## src/rtl/robo_sequenciador_if.sv

```systemverilog
// Sensor, motor and status signals of the wall-follower move sequencer.
// The master modport is the sequencer side; the slave modport is the robot environment side.
interface robo_sequenciador_if;
    logic       start;
    logic       abort;
    logic [7:0] budget;
    logic       sense_req;
    logic       sense_ack;
    logic       head;
    logic       left;
    logic       avancar;
    logic       girar;
    logic       motor_done;
    logic [4:0] row;
    logic [4:0] col;
    logic [1:0] dir;
    logic [7:0] moves_left;
    logic       busy;
    logic       done;
    logic       stuck;

    modport master (
        input  start, abort, budget, sense_ack, head, left, motor_done,
        output sense_req, avancar, girar, row, col, dir, moves_left, busy, done, stuck
    );

    modport slave (
        output start, abort, budget, sense_ack, head, left, motor_done,
        input  sense_req, avancar, girar, row, col, dir, moves_left, busy, done, stuck
    );
endinterface

```

## src/rtl/robo_sequenciador.sv

```systemverilog
// Left-hand-rule move sequencer for the 20x20 grid robot: sense, decide, command, track position.
// Optional macro ROBO_STALL_DETECT_EN enables the spin counter and the stuck exit.
module robo_sequenciador #(
    parameter logic [4:0] START_ROW  = 5'd1,
    parameter logic [4:0] START_COL  = 5'd1,
    parameter logic [1:0] START_DIR  = 2'b00,
    parameter logic [2:0] SPIN_LIMIT = 3'd4
) (
    input  logic                 clock,
    input  logic                 reset,
    robo_sequenciador_if.master  bus
);

    localparam logic [1:0] DIR_N = 2'b00;
    localparam logic [1:0] DIR_S = 2'b01;
    localparam logic [1:0] DIR_L = 2'b10;
    localparam logic [1:0] DIR_O = 2'b11;

    typedef enum logic [2:0] {
        S_IDLE   = 3'd0,
        S_SENSE  = 3'd1,
        S_DECIDE = 3'd2,
        S_MOVE   = 3'd3,
        S_DONE   = 3'd4
    } state_t;

    // Quarter turn to the left: N->O->S->L->N.
    function automatic logic [1:0] rotate_left(input logic [1:0] d);
        logic [1:0] res;
        case (d)
            DIR_N:   res = DIR_O;
            DIR_O:   res = DIR_S;
            DIR_S:   res = DIR_L;
            DIR_L:   res = DIR_N;
            default: res = DIR_N;
        endcase
        return res;
    endfunction

    function automatic logic edge_blocked(input logic [4:0] r, input logic [4:0] c, input logic [1:0] d);
        logic res;
        case (d)
            DIR_N:   res = (r == 5'd1);
            DIR_S:   res = (r == 5'd20);
            DIR_L:   res = (c == 5'd20);
            DIR_O:   res = (c == 5'd1);
            default: res = 1'b1;
        endcase
        return res;
    endfunction

    state_t     state_r;
    logic [4:0] row_r;
    logic [4:0] col_r;
    logic [1:0] dir_r;
    logic [7:0] moves_r;
    logic       h_r;
    logic       l_r;
    logic       just_turned_r;
    logic       abort_seen_r;
    logic       sense_req_r;
    logic       avancar_r;
    logic       girar_r;
    logic       busy_r;
    logic       done_r;
    logic       stuck_r;

    logic [4:0] next_row_s;
    logic [4:0] next_col_s;
    logic [1:0] next_dir_s;
    logic [7:0] next_moves_s;
    logic       abort_hit_s;
    logic       stall_hit_s;

    // Position and budget after the command currently on the motor completes.
    always_comb begin
        next_row_s = row_r;
        next_col_s = col_r;
        next_dir_s = dir_r;
        if (girar_r) begin
            next_dir_s = rotate_left(dir_r);
        end else begin
            case (dir_r)
                DIR_N:   next_row_s = row_r - 5'd1;
                DIR_S:   next_row_s = row_r + 5'd1;
                DIR_L:   next_col_s = col_r + 5'd1;
                DIR_O:   next_col_s = col_r - 5'd1;
                default: next_row_s = row_r;
            endcase
        end
        if (moves_r == 8'd0) begin
            next_moves_s = 8'd0;
        end else begin
            next_moves_s = moves_r - 8'd1;
        end
        abort_hit_s = bus.abort | abort_seen_r;
    end

`ifdef ROBO_STALL_DETECT_EN
    logic [2:0] spin_r;
    logic [2:0] next_spin_s;

    // Spin count and stall detection after the pending command completes.
    always_comb begin
        if (girar_r) begin
            next_spin_s = spin_r + 3'd1;
        end else begin
            next_spin_s = 3'd0;
        end
        stall_hit_s = (next_spin_s == SPIN_LIMIT);
    end

    // Consecutive girar counter, cleared by avancar and by each new run.
    always_ff @(posedge clock or posedge reset) begin
        if (reset) begin
            spin_r <= 3'd0;
        end else if (((state_r == S_IDLE) || (state_r == S_DONE)) && bus.start) begin
            spin_r <= 3'd0;
        end else if ((state_r == S_MOVE) && bus.motor_done) begin
            spin_r <= next_spin_s;
        end else begin
            spin_r <= spin_r;
        end
    end
`else
    // Without stall detection a run ends only by budget or abort.
    always_comb begin
        stall_hit_s = 1'b0;
    end
`endif

    // Sequencer FSM with registered command and status outputs.
    always_ff @(posedge clock or posedge reset) begin
        if (reset) begin
            state_r       <= S_IDLE;
            row_r         <= START_ROW;
            col_r         <= START_COL;
            dir_r         <= START_DIR;
            moves_r       <= 8'd0;
            h_r           <= 1'b0;
            l_r           <= 1'b0;
            just_turned_r <= 1'b0;
            abort_seen_r  <= 1'b0;
            sense_req_r   <= 1'b0;
            avancar_r     <= 1'b0;
            girar_r       <= 1'b0;
            busy_r        <= 1'b0;
            done_r        <= 1'b0;
            stuck_r       <= 1'b0;
        end else begin
            case (state_r)
                S_IDLE, S_DONE: begin
                    if (bus.start) begin
                        row_r         <= START_ROW;
                        col_r         <= START_COL;
                        dir_r         <= START_DIR;
                        moves_r       <= bus.budget;
                        stuck_r       <= 1'b0;
                        just_turned_r <= 1'b0;
                        abort_seen_r  <= 1'b0;
                        if (bus.budget == 8'd0) begin
                            state_r     <= S_DONE;
                            sense_req_r <= 1'b0;
                            busy_r      <= 1'b0;
                            done_r      <= 1'b1;
                        end else begin
                            state_r     <= S_SENSE;
                            sense_req_r <= 1'b1;
                            busy_r      <= 1'b1;
                            done_r      <= 1'b0;
                        end
                    end else begin
                        state_r <= state_r;
                    end
                end
                S_SENSE: begin
                    if (bus.abort) begin
                        state_r     <= S_DONE;
                        sense_req_r <= 1'b0;
                        busy_r      <= 1'b0;
                        done_r      <= 1'b1;
                    end else if (bus.sense_ack) begin
                        // Off-grid neighbours look like walls so the robot never leaves 1..20.
                        h_r         <= bus.head | edge_blocked(row_r, col_r, dir_r);
                        l_r         <= bus.left | edge_blocked(row_r, col_r, rotate_left(dir_r));
                        sense_req_r <= 1'b0;
                        state_r     <= S_DECIDE;
                    end else begin
                        state_r <= S_SENSE;
                    end
                end
                S_DECIDE: begin
                    abort_seen_r <= 1'b0;
                    if (bus.abort) begin
                        state_r <= S_DONE;
                        busy_r  <= 1'b0;
                        done_r  <= 1'b1;
                    end else begin
                        state_r <= S_MOVE;
                        if (!l_r && !just_turned_r) begin
                            girar_r <= 1'b1;
                        end else if (!h_r) begin
                            avancar_r <= 1'b1;
                        end else begin
                            girar_r <= 1'b1;
                        end
                    end
                end
                S_MOVE: begin
                    if (bus.motor_done) begin
                        row_r         <= next_row_s;
                        col_r         <= next_col_s;
                        dir_r         <= next_dir_s;
                        moves_r       <= next_moves_s;
                        just_turned_r <= girar_r;
                        avancar_r     <= 1'b0;
                        girar_r       <= 1'b0;
                        abort_seen_r  <= 1'b0;
                        if (abort_hit_s || (next_moves_s == 8'd0)) begin
                            state_r <= S_DONE;
                            busy_r  <= 1'b0;
                            done_r  <= 1'b1;
                        end else if (stall_hit_s) begin
                            state_r <= S_DONE;
                            busy_r  <= 1'b0;
                            done_r  <= 1'b1;
                            stuck_r <= 1'b1;
                        end else begin
                            state_r     <= S_SENSE;
                            sense_req_r <= 1'b1;
                        end
                    end else begin
                        // An abort seen mid-command is remembered until the motor finishes.
                        abort_seen_r <= abort_seen_r | bus.abort;
                        state_r      <= S_MOVE;
                    end
                end
                default: begin
                    state_r     <= S_IDLE;
                    sense_req_r <= 1'b0;
                    avancar_r   <= 1'b0;
                    girar_r     <= 1'b0;
                    busy_r      <= 1'b0;
                    done_r      <= 1'b0;
                end
            endcase
        end
    end

    assign bus.sense_req  = sense_req_r;
    assign bus.avancar    = avancar_r;
    assign bus.girar      = girar_r;
    assign bus.row        = row_r;
    assign bus.col        = col_r;
    assign bus.dir        = dir_r;
    assign bus.moves_left = moves_r;
    assign bus.busy       = busy_r;
    assign bus.done       = done_r;
    assign bus.stuck      = stuck_r;

endmodule

```

## src/flat_wrapper.sv

```systemverilog
// flat-port wrapper written by rule: the top's interface ports become plain ports
module robo_sequenciador_flat 
#(
    parameter logic [4:0] START_ROW  = 5'd1,
    parameter logic [4:0] START_COL  = 5'd1,
    parameter logic [1:0] START_DIR  = 2'b00,
    parameter logic [2:0] SPIN_LIMIT = 3'd4
)
  (clock, reset, bus_start, bus_abort, bus_budget, bus_sense_ack, bus_head, bus_left, bus_motor_done, bus_sense_req, bus_avancar, bus_girar, bus_row, bus_col, bus_dir, bus_moves_left, bus_busy, bus_done, bus_stuck);
  robo_sequenciador_if bus_i ();
  input  logic clock;
  input  logic reset;
  input wire logic [$bits(bus_i.start)-1:0] bus_start;
  input wire logic [$bits(bus_i.abort)-1:0] bus_abort;
  input wire logic [$bits(bus_i.budget)-1:0] bus_budget;
  input wire logic [$bits(bus_i.sense_ack)-1:0] bus_sense_ack;
  input wire logic [$bits(bus_i.head)-1:0] bus_head;
  input wire logic [$bits(bus_i.left)-1:0] bus_left;
  input wire logic [$bits(bus_i.motor_done)-1:0] bus_motor_done;
  output wire logic [$bits(bus_i.sense_req)-1:0] bus_sense_req;
  output wire logic [$bits(bus_i.avancar)-1:0] bus_avancar;
  output wire logic [$bits(bus_i.girar)-1:0] bus_girar;
  output wire logic [$bits(bus_i.row)-1:0] bus_row;
  output wire logic [$bits(bus_i.col)-1:0] bus_col;
  output wire logic [$bits(bus_i.dir)-1:0] bus_dir;
  output wire logic [$bits(bus_i.moves_left)-1:0] bus_moves_left;
  output wire logic [$bits(bus_i.busy)-1:0] bus_busy;
  output wire logic [$bits(bus_i.done)-1:0] bus_done;
  output wire logic [$bits(bus_i.stuck)-1:0] bus_stuck;
  assign bus_i.start = bus_start;
  assign bus_i.abort = bus_abort;
  assign bus_i.budget = bus_budget;
  assign bus_i.sense_ack = bus_sense_ack;
  assign bus_i.head = bus_head;
  assign bus_i.left = bus_left;
  assign bus_i.motor_done = bus_motor_done;
  assign bus_sense_req = bus_i.sense_req;
  assign bus_avancar = bus_i.avancar;
  assign bus_girar = bus_i.girar;
  assign bus_row = bus_i.row;
  assign bus_col = bus_i.col;
  assign bus_dir = bus_i.dir;
  assign bus_moves_left = bus_i.moves_left;
  assign bus_busy = bus_i.busy;
  assign bus_done = bus_i.done;
  assign bus_stuck = bus_i.stuck;
  robo_sequenciador #(.START_ROW(START_ROW), .START_COL(START_COL), .START_DIR(START_DIR), .SPIN_LIMIT(SPIN_LIMIT)) u_core (.clock(clock), .reset(reset), .bus(bus_i));
endmodule
```

## config.mk

```make
export PLATFORM = sky130hd
export DESIGN_NAME = robo_sequenciador_flat
export DESIGN_NICKNAME = d
export VERILOG_FILES = /design/src/rtl/robo_sequenciador_if.sv /design/src/rtl/robo_sequenciador.sv /design/src/flat_wrapper.sv
export SDC_FILE = /design/constraint.sdc
export NUM_CORES = 1
export LEC_CHECK = 0
export CAP_MARGIN = 20
export CORE_MARGIN = 1.5
export CORE_UTILIZATION = 30
export DETAILED_ROUTE_END_ITERATION = 6
export PLACE_DENSITY = 0.48
export REMOVE_ABC_BUFFERS = 1
export SYNTH_ARGS = -nofsm -noshare
export SYNTH_HDL_FRONTEND = slang
export SYNTH_SLANG_ARGS = --single-unit
```

## constraint.sdc

```tcl
create_clock -name clock -period 6.4 [get_ports clock]
set_clock_uncertainty 0.2 [all_clocks]
set_input_delay 0.96 -clock clock [delete_from_list [all_inputs] [get_ports clock]]
set_output_delay 0.96 -clock clock [all_outputs]
set_load 0.01 [all_outputs]
```

# Word-level counts from Yosys, hierarchy flattened
# Cells that the tools add are included.
classes:
  n_addsub: 5
  n_mul: 0
  div: 0
  n_lt_le_gt_ge: 0
  eq_ne: 28
  shift: 0
  n_mux: 68
  bitwise: 6
  reduce_logical: 25
op_table:
  columns: ["operator", "n"]
  rows:
  - ["5-bit case mux with 2 select lines", 4]
  - ["1-bit two-way mux", 30]
  - ["5-bit two-way mux", 5]
  - ["8-bit logical NOT", 3]
  - ["8-bit two-way mux", 3]
  - ["5-bit AND reduction", 4]
  - ["3-bit two-way mux", 6]
  - ["8-bit case mux with 2 select lines", 1]
  - ["1-bit case mux with 3 select lines", 5]
  - ["2-bit two-way mux", 7]
  - ["2-bit inequality test, second input constant", 7]
  - ["1-bit case mux with 4 select lines", 3]
  - ["3-bit case mux with 4 select lines", 1]
  - ["4-bit AND reduction", 3]
  - ["5-bit by 1-bit adder with 5-bit output, second input constant", 2]
  - ["5-bit by 1-bit equality test with 1-bit output, second input constant", 2]
  - ["5-bit equality test, second input constant", 2]
  - ["5-bit by 1-bit subtractor with 5-bit output, second input constant", 2]
  - ["3-bit inequality test, second input constant", 3]
  - ["2-bit equality test, second input constant", 4]
  - ["2-bit case mux with 4 select lines", 1]
  - ["8-bit by 1-bit subtractor with 8-bit output, second input constant", 1]
  - ["3-bit by 2-bit equality test with 1-bit output, second input constant", 2]
  - ["2-bit by 1-bit inequality test with 1-bit output, second input constant", 3]
  - ["19 further kinds", 28]
word_totals:
  reg_bits: 32
  latch_bits: 0
  mem_bits_rw: 0
  mem_bits_ro: 0
  in_bits: 16
  word_cells: 146
  mem_count: 0

# Logic depth before layout (Yosys ltp)
# Gate-level depths: netlist (run 1).
logic_depth:
  word_depth: 11
  ltp_mapped: 9
  ltp_nobuf: 8

# Least setup slack after synthesis (run 1)
# No wires, ideal clock.
synth_timing:
  path_type: "reg2reg"
  start: "reg u_core.moves_r[0] (netlist: u_core.bus.moves_left[0])"
  end: "reg u_core.busy_r (netlist: u_core.bus.busy)"
  setup_time_ns: 0.134
  arrival_time_ns: 2.096
  required_ns: 6.066
  slack_ns: 3.970
  path_stages_with_launch: 9
  n_path_buf: 0
  period_less_slack_ns: 2.430
  path_cell_list: "dfrtp_1 inv_1 ha_1 nor3b_2 nor2b_1 o41ai_2 or4b_4 a211oi_2 o22ai_1"
synth_via:
  elab_chain_cells: 6
synth_lines:
  columns: ["element", "line_no", "text"]
  rows:
  - ["start: declaration", "robo_sequenciador.sv:56", "logic [7:0] moves_r;"]
  - ["start signal: assignment", "robo_sequenciador.sv:157", "moves_r <= bus.budget;"]
  - ["start signal: assignment", "robo_sequenciador.sv:214", "moves_r <= next_moves_s;"]
  - ["8-bit by 1-bit subtractor with 8-bit output or 8-bit logical NOT (tied branches)", "robo_sequenciador.sv:94, robo_sequenciador.sv:91", null]
  - ["8-bit two-way mux (*)", "robo_sequenciador.sv:91", "if (moves_r == 8'd0) begin"]
  - ["8-bit logical NOT (*)", "robo_sequenciador.sv:219", "if (abort_hit_s || (next_moves_s == 8'd0)) begin"]
  - ["1-bit logical OR (*)", "robo_sequenciador.sv:219", null]
  - ["2-bit by 1-bit inequality test with 1-bit output (no line) (*)", null, null]
  - ["4-bit AND reduction (no line) (*)", null, null]
  - ["end signal: assignment", "robo_sequenciador.sv:221", "busy_r <= 1'b0;"]
  - ["end signal: assignment", "robo_sequenciador.sv:225", "busy_r <= 1'b0;"]
  - ["end signal: assignment", "robo_sequenciador.sv:243", "busy_r <= 1'b0;"]
  - ["end: declaration", "robo_sequenciador.sv:64", "logic busy_r;"]
# Mark *: on every way between the ends. The rest lies on a longest branch, timed or not.
# A chain may end at the register's enable or synchronous reset.

# Worst setup path after layout (run 1)
layout_timing:
  start: "in bus_start"
  end: "reg u_core.row_r[4] (netlist: u_core.bus.row[4])"
layout_via:
  elab_chain_cells: 2
layout_lines:
  columns: ["element", "line_no", "text"]
  rows:
  - ["start: declaration", "flat_wrapper.sv:13", "input wire logic [$bits(bus_i.start)-1:0] bus_start;"]
  - ["2-bit inequality test (no line)", null, null]
  - ["5-bit AND reduction (no line)", null, null]
  - ["end signal: assignment", "robo_sequenciador.sv:211", "row_r <= next_row_s;"]
  - ["end: declaration", "robo_sequenciador.sv:53", "logic [4:0] row_r;"]
# No other way between the ends.

==> results of run 1 <==
==> metal layers <==
metal | share of wire, % | vias to the layer above
met1 | 47 | 998
met3 | 3.8 | 7
met5 | 0 | -
met2 | 48 | 57
li1 | - | 1037
met4 | 1.6 | 0
==> flip-flops by register name, summed over array words and instances (netlist names) <==
| signal | count |
|---|---|
| u_core.bus.done | 1 |
| u_core.state_r | 3 |
| u_core.h_r | 1 |
| u_core.bus.avancar | 1 |
| u_core.bus.col | 5 |
| u_core.bus.row | 5 |
| u_core.abort_seen_r | 1 |
| u_core.bus.sense_req | 1 |
| u_core.bus.dir | 2 |
| u_core.bus.girar | 1 |
| u_core.bus.busy | 1 |
| u_core.bus.moves_left | 8 |
| u_core.just_turned_r | 1 |
| u_core.l_r | 1 |
==> power by group through the flow <==
stage	Combinational, mW	Clock, mW	Sequential (mW)
2_1_floorplan	0.375	0	0.421
3_3_place_gp	0.631	0	0.432
3_5_place_dp	0.635	0	0.427
4_1_cts	0.637	0.186	0.425
5_1_grt	0.709	0.194	0.447
6_report	0.627	0.180	0.424
==> area by class of cell <==
type                       count  area share (%)
sequential                    32           28.27
tap                           99           4.359
timing repair buffer          43           14.88
multi-input combinational    214           47.12
inverter                      14           1.849
clock buffer                   8           3.523
==> tightest hold or removal path, delay by kind of cell (launching register included) <==
family	cells	cell delay [ns]
simple gates	1	0.05
flops	1	0.35
compound gates	1	0.06
==> kinds of logic after synthesis <==
| group | count (synthesis) | synth area share, % |
|---|---|---|
| AND/OR/NAND/NOR | 112 | 25.34 |
| AO/OA/AOI/OAI | 75 | 20.32 |
| flip-flops | 32 | 35.06 |
| buffers and inverters | 26 | 6.499 |
| adder cells (fa/ha/maj) | 16 | 8.738 |
| XOR/XNOR | 9 | 3.441 |
| other | 1 | 0.1637 |
| multiplexers | 1 | 0.4369 |
==> through the flow <==
step / hold slack (ns) / cell area [um^2]
2_1_floorplan: 0.2480 / 2195
3_3_place_gp: 0.2719 / 2741
3_5_place_dp: 0.2859 / 2741
4_1_cts: 0.3040 / 2841
5_1_grt: 0.3404 / 2841
6_report: 0.3023 / 2841
==> worst paths after layout <==
kind	to	slack, ns
setup / recovery	u_core.bus.row[4]$_DFFE_PP0P_	3.56
hold / removal	u_core.l_r$_DFFE_PP0P_	0.30
setup reg to reg	u_core.bus.busy$_DFFE_PP0P_	3.67
hold reg to reg	u_core.l_r$_DFFE_PP0P_	0.30
max in group asynchronous	u_core.bus.col[0]$_DFFE_PP1P_	4.79
min in group asynchronous	u_core.bus.col[4]$_DFFE_PP0P_	0.87
==> cells in the final DEF (no fill, tap or decap), types with 3 or more instances in the layout <==
master,count
dfrtp_1,30
o31ai_1,3
nor2b_1,5
nand4b_1,3
inv_1,14
xor2_1,3
nand2_1,33
o21ai_1,8
ha_1,16
nor3_1,12
a21oi_1,25
clkbuf_8,7
a31oi_1,3
or4_1,3
o21ai_0,15
buf_4,3
nand3_1,4
clkdlybuf4s50_1,40
nand2b_1,4
a211oi_1,3
nor2_1,33
a31o_2,3
xnor2_1,6
==> results.py, run 1 <==
metrics = {
    "power_and_ir_drop": {
        "vdd_drop_max_mv": 0.1394,
        "power_frac_clock_pct": 14.6,
        "p_sw_mw": 0.5434,
        "switching_share_pct": 44.11,
        "intPower_mw": 0.6887,
        "p_leak_nw": 1.192,
        "power.total_mw": 1.232,
        "cellPowerDensity_nw_per_um2": 433.6,
        "p_comb_share_pct": 50.9,
        "seq_power_share_pct": 34.4,
    },
    "global_routing": {
        "grt_pass1_wl_um": 10040,
        "grt-ovfl-total": 0,
        "grt_pass1_vias": 2071,
        "grt_busiest_layer": "met2",
        "antenna_found_initial": 0,
        "grtUsageMet2_pct": 25.88,
        "use_met3_pct": 2.609,
        "gr-usage-all-layers_pct": 15.22,
        "grt_use_met1_pct": 19.25,
        "grt_max_degree": 33,
    },
    "run": {
        "drv_cap": 0,
    },
    "setup_path": {
        "cp_cell_sequence": "clkdlybuf4s50_1 -> or3b_1 -> nand2_1 -> o21ai_1 -> or3_1 -> a21oi_1",
        "setup.worst_path.class": "in2reg",
        "critPathMaxStageDelay_ns": 0.46,
        "crit_family": "simple AND/OR/NAND/NOR gates",
        "path_buf_inv": 1,
        "critPathSlowestCell": "clkdlybuf4s50_1",
        "worstPathArrival_ns": 2.86,
        "critPathMaxFanout": 7,
        "critPathCaptureType": "register",
        "worst-path-stages": 6,
        "worstSetupStartpointType": "primary input",
        "critPathLaunch": "bus_start",
        "rr_startpoint": "u_core.bus.moves_left[0]$_DFFE_PP0P_",
        "crit_required_ns": 6.42,
        "ff2ff_path_depth": 8,
    },
    "place": {
        "placedCellCount": 402,
        "io_buffers": 40,
        "dp.final_hpwl_um": 4252,
        "place_ws_ns": 3.251,
        "place.gp.congestion": 0.8471,
    },
    "route": {
        "routed_wl_um": 5878,
        "via_per_inst": 5.120,
        "post_drt_wl_per_cell_um": 14.34,
        "first_pass_iters": 5,
        "via_count": 2099,
        "drtIter0Drc": 105,
        "final_antenna_net_count": 0,
        "drcViolationCount": 0,
    },
    "timing": {
        "maxSlewHeadroom_pct": 59.25,
        "maxSlewViolCount": 0,
        "max_freq_mhz": 352.4,
        "worst_slack_ns": 3.562,
        "final.min_clock_period_ns": 2.838,
        "setup_viol": 0,
        "setup_tns_ns": 0,
        "grt_setup_unrepaired": "no",
        "final.period_utilization_pct": 44.34,
        "worstMarginPinSlew_ns": 0.6090,
        "hold_viol": 0,
    },
    "yosys": {
        "synth_area_leaders": "dfrtp_1 (33%), ha_1 (8.7%), a21oi_1 (5.5%), nand2_1 (5.4%), nor2_1 (5.4%)",
        "synth_seq_cells": 32,
        "async_flop_share_pct": 100.0,
        "synth_edf_count": 0,
        "ys_types": 51,
        "syn-mean-instance-area_um2": 8.423,
        "ys.flop_type": "dfrtp_1",
        "synth.largest_area_cell": "dfrtp_1",
        "yosysWarnings": 0,
        "syn_area_um2": 2291,
        "synthTopCellsByCount": "nand2_1 (33), nor2_1 (33), dfrtp_1 (30)",
        "seq_area_frac_synth_pct": 35.06,
        "synth_top_area_share_pct": 32.77,
        "syn_inst": 272,
    },
    "cts": {
        "cts_setup_buffers": 0,
        "clk_latency_ns": 0.29,
        "cts.sink_count": 32,
        "cts_max_path_buffers": 2,
        "path_clk_slew_ns": 0.07,
        "cts_tree": "yes",
        "root_buffer": "clkbuf_8",
        "cts_buffers": 5,
        "cts_max_level": 2,
        "holdBufCountCts": 0,
        "post_cts_resize_count": 0,
    },
    "min_path": {
        "hold_depth": 2,
        "hold_path.class": "reg2reg",
        "min_from": "u_core.l_r$_DFFE_PP0P_",
    },
    "floorplan": {
        "ioPinCount": 42,
        "die_h_um": 90.39,
        "initial_core_util_pct": 31.25,
        "die-area_um2": 8169,
        "core_um2": 7331,
        "die_x_um": 90.39,
        "num_rows": 31,
    },
    "finish": {
        "num_antenna_cells": 0,
        "n_fill_cell": 756,
        "finalNonFillerCells": 410,
        "seqCellArea_um2": 803.3,
        "final_util_pct": 38.76,
        "layout-drive-gt1-share_pct": 6.752,
        "multi_input_area_um2": 1339,
        "areaGrowthSynthToFinish_pct": 24.03,
        "nets": 342,
    },
    "status": {
        "outcome": "finished clean",
    },
}
(Power assumes the default switching activity.)
==> run 2, diff against run 1 <==
--- a/config.mk
+++ b/config.mk
@@ -9,7 +9,7 @@
 export CORE_MARGIN = 1.5
 export CORE_UTILIZATION = 30
 export DETAILED_ROUTE_END_ITERATION = 6
-export PLACE_DENSITY = 0.48
+export PLACE_DENSITY = 0.49
 export REMOVE_ABC_BUFFERS = 1
 export SYNTH_ARGS = -nofsm -noshare
 export SYNTH_HDL_FRONTEND = slang
==> constraint.sdc (replaced) <==
create_clock -name clock -period 2.5 [get_ports clock]
set_clock_uncertainty 0.2 [all_clocks]
set_input_delay 0.375 -clock clock [delete_from_list [all_inputs] [get_ports clock]]
set_output_delay 0.375 -clock clock [all_outputs]
set_load 0.01 [all_outputs]
==> run 2 against run 1 <==
Net effect: first-iteration DRC count shrank 6.7%; combinational power rose to 3.0 times the previous value; final cell count up 3.7%; clock power rose to 3.0 times the previous value; worst setup slack worse by 3.4 ns; routed wire length grew 1.9%; critical endpoint is now u_core.bus.busy$_DFFE_PP0P_; sequential power increased by 150%; power increased to 2.8 times the previous value; non-clock buffer count increased by 15; cell area is 5.4% higher; core utilization increased by 2.1 points; sequential cell count is the same; largest power group unchanged.
==> results.py, run 2 (synthesis gave the netlist of run 1 again) <==
metrics = {
    "setup_path": {
        "worstPathArrival_ns": 2.34,
        "worstSetupStartpointType": "register",
        "critPathMaxFanout": 3,
        "critPathCaptureType": "register",
        "setup.worst_path.class": "reg2reg",
        "cp_cell_sequence": "inv_2 -> ha_4 -> nor3b_4 -> nor2b_1 -> o41ai_2 -> or4b_4 -> a211oi_4 -> o22ai_1",
        "critPathSlowestCell": "or4b_4",
        "crit_required_ns": 2.47,
        "crit_family": "simple AND/OR/NAND/NOR gates",
        "path_buf_inv": 1,
        "critPathMaxStageDelay_ns": 0.54,
    },
    "route": {
        "post_drt_wl_per_cell_um": 14.09,
        "via_per_inst": 5.054,
        "drtIter0Drc": 98,
        "first_pass_iters": 4,
        "final_antenna_net_count": 0,
        "drcViolationCount": 0,
        "routed_wl_um": 5990,
        "via_count": 2148,
    },
    "timing": {
        "worst_slack_ns": 0.1269,
        "worstMarginPinSlew_ns": 0.5154,
        "grt_setup_unrepaired": "no",
        "maxSlewViolCount": 0,
        "setup_viol": 0,
        "final.period_utilization_pct": 94.92,
        "maxSlewHeadroom_pct": 65.41,
        "final.min_clock_period_ns": 2.373,
        "hold_viol": 0,
        "max_freq_mhz": 421.4,
        "setup_tns_ns": 0,
        "hold_ws_ns": 0.2791,
    },
    "place": {
        "io_buffers": 40,
        "dp.final_hpwl_um": 4388,
        "place.gp.congestion": 0.7889,
        "place_ws_ns": 0.05349,
        "dpl-instance-area_um2": 2846,
    },
    "finish": {
        "mostFrequentLayoutCells": "clkdlybuf4s50_1 (40), nand2_1 (33), nor2_1 (33)",
        "layout_commonest_cell": "clkdlybuf4s50_1",
        "nets": 357,
        "areaGrowthSynthToFinish_pct": 30.75,
        "largest_register_ffs": 8,
        "layout-drive-gt1-share_pct": 12.27,
        "fin_area_um2": 2995,
        "num_antenna_cells": 0,
    },
    "floorplan": {
        "initial_core_util_pct": 31.25,
        "die-area_um2": 8169,
        "die_h_um": 90.39,
        "ioPinCount": 42,
        "num_rows": 31,
        "die_x_um": 90.39,
        "core_um2": 7331,
    },
    "power_and_ir_drop": {
        "vdd_drop_max_mv": 0.4084,
        "p_leak_nw": 1.268,
        "cellPowerDensity_nw_per_um2": 1143,
        "power.total_mw": 3.424,
    },
    "cts": {
        "cts.sink_count": 32,
        "cts_max_path_buffers": 2,
        "root_buffer": "clkbuf_8",
        "cts_tree": "yes",
        "cts_buffers": 5,
        "clk_latency_ns": 0.29,
        "cts_max_level": 2,
        "path_clk_slew_ns": 0.08,
    },
    "global_routing": {
        "grt_pass1_vias": 2071,
        "antenna_found_initial": 0,
        "gr-usage-all-layers_pct": 14.88,
        "grt_pass1_wl_um": 9887,
        "grt-ovfl-total": 0,
        "grt_max_degree": 33,
    },
    "min_path": {
        "hold_path.class": "in2async",
    },
    "status": {
        "outcome": "finished clean",
    },
    "run": {
        "drv_cap": 0,
    },
}
## run 2: final timing paths
check / from / end / slack (ns) / cells past startpoint
setup / recovery: u_core.bus.moves_left[0]$_DFFE_PP0P_ / u_core.bus.busy$_DFFE_PP0P_ / 0.13 / 8
hold / removal: reset / u_core.bus.col[2]$_DFFE_PP0P_ / 0.28 / 3
setup reg to reg: u_core.bus.moves_left[0]$_DFFE_PP0P_ / u_core.bus.busy$_DFFE_PP0P_ / 0.13 / 8
hold reg to reg: u_core.just_turned_r$_DFFE_PP0P_ / u_core.just_turned_r$_DFFE_PP0P_ / 0.29 / 2
max in group asynchronous: reset / u_core.bus.row[0]$_DFFE_PP1P_ / 1.47 / 3
min in group clock: u_core.just_turned_r$_DFFE_PP0P_ / u_core.just_turned_r$_DFFE_PP0P_ / 0.29 / 2
## run 2: layout make-up
class	instances	area, um^2
clock inverters	3	46.29
inverters	14	52.55
clock buffers	5	68.82
repair buffers	58	535.5
multi-input cells	214	1365
flip-flops and latches	32	803.3
well taps	99	123.9
fillers	742	4335
## run 2: power breakdown
group / total, mW / switching, mW / internal, mW
Sequential: 1.04 / 0.319 / 0.726
Clock: 0.534 / 0.233 / 0.301
Combinational: 1.85 / 0.929 / 0.916
Total: 3.42 / 1.48 / 1.94
## run 2: routing by layer
metal | wire length [um] | share of wire, % | global-route usage (%) | vias to the layer above
li1 | - | - | - | 1071
met3 | 266 | 4.4 | 2.862 | 10
met5 | 0 | 0 | 0 | -
met4 | 97 | 1.6 | 5.026 | 0
met1 | 2852 | 48 | 19.62 | 991
met2 | 2773 | 46 | 24.31 | 76
## run 2: worst reg2reg max path, stage by stage (launching register included)
cell and delay [ns]:
dfrtp_1 0.39, inv_2 0.08, ha_4 0.15, nor3b_4 0.19
nor2b_1 0.08, o41ai_2 0.23, or4b_4 0.54, a211oi_4 0.27
o22ai_1 0.11
## run 2: timing repair
action / CTS / global route
endpoints found under the setup margin: 0 / 4
hold buffers: 0 / 0
gates resized for setup: 0 / 6
buffers inserted: 0 / 1
## run 2: metrics by stage
step,cells,util [%]
3_5_place_dp,416,38.83
6_report,425,40.86
2_1_floorplan,260,-
3_3_place_gp,416,38.83
5_1_grt,425,40.86
4_1_cts,424,40.40
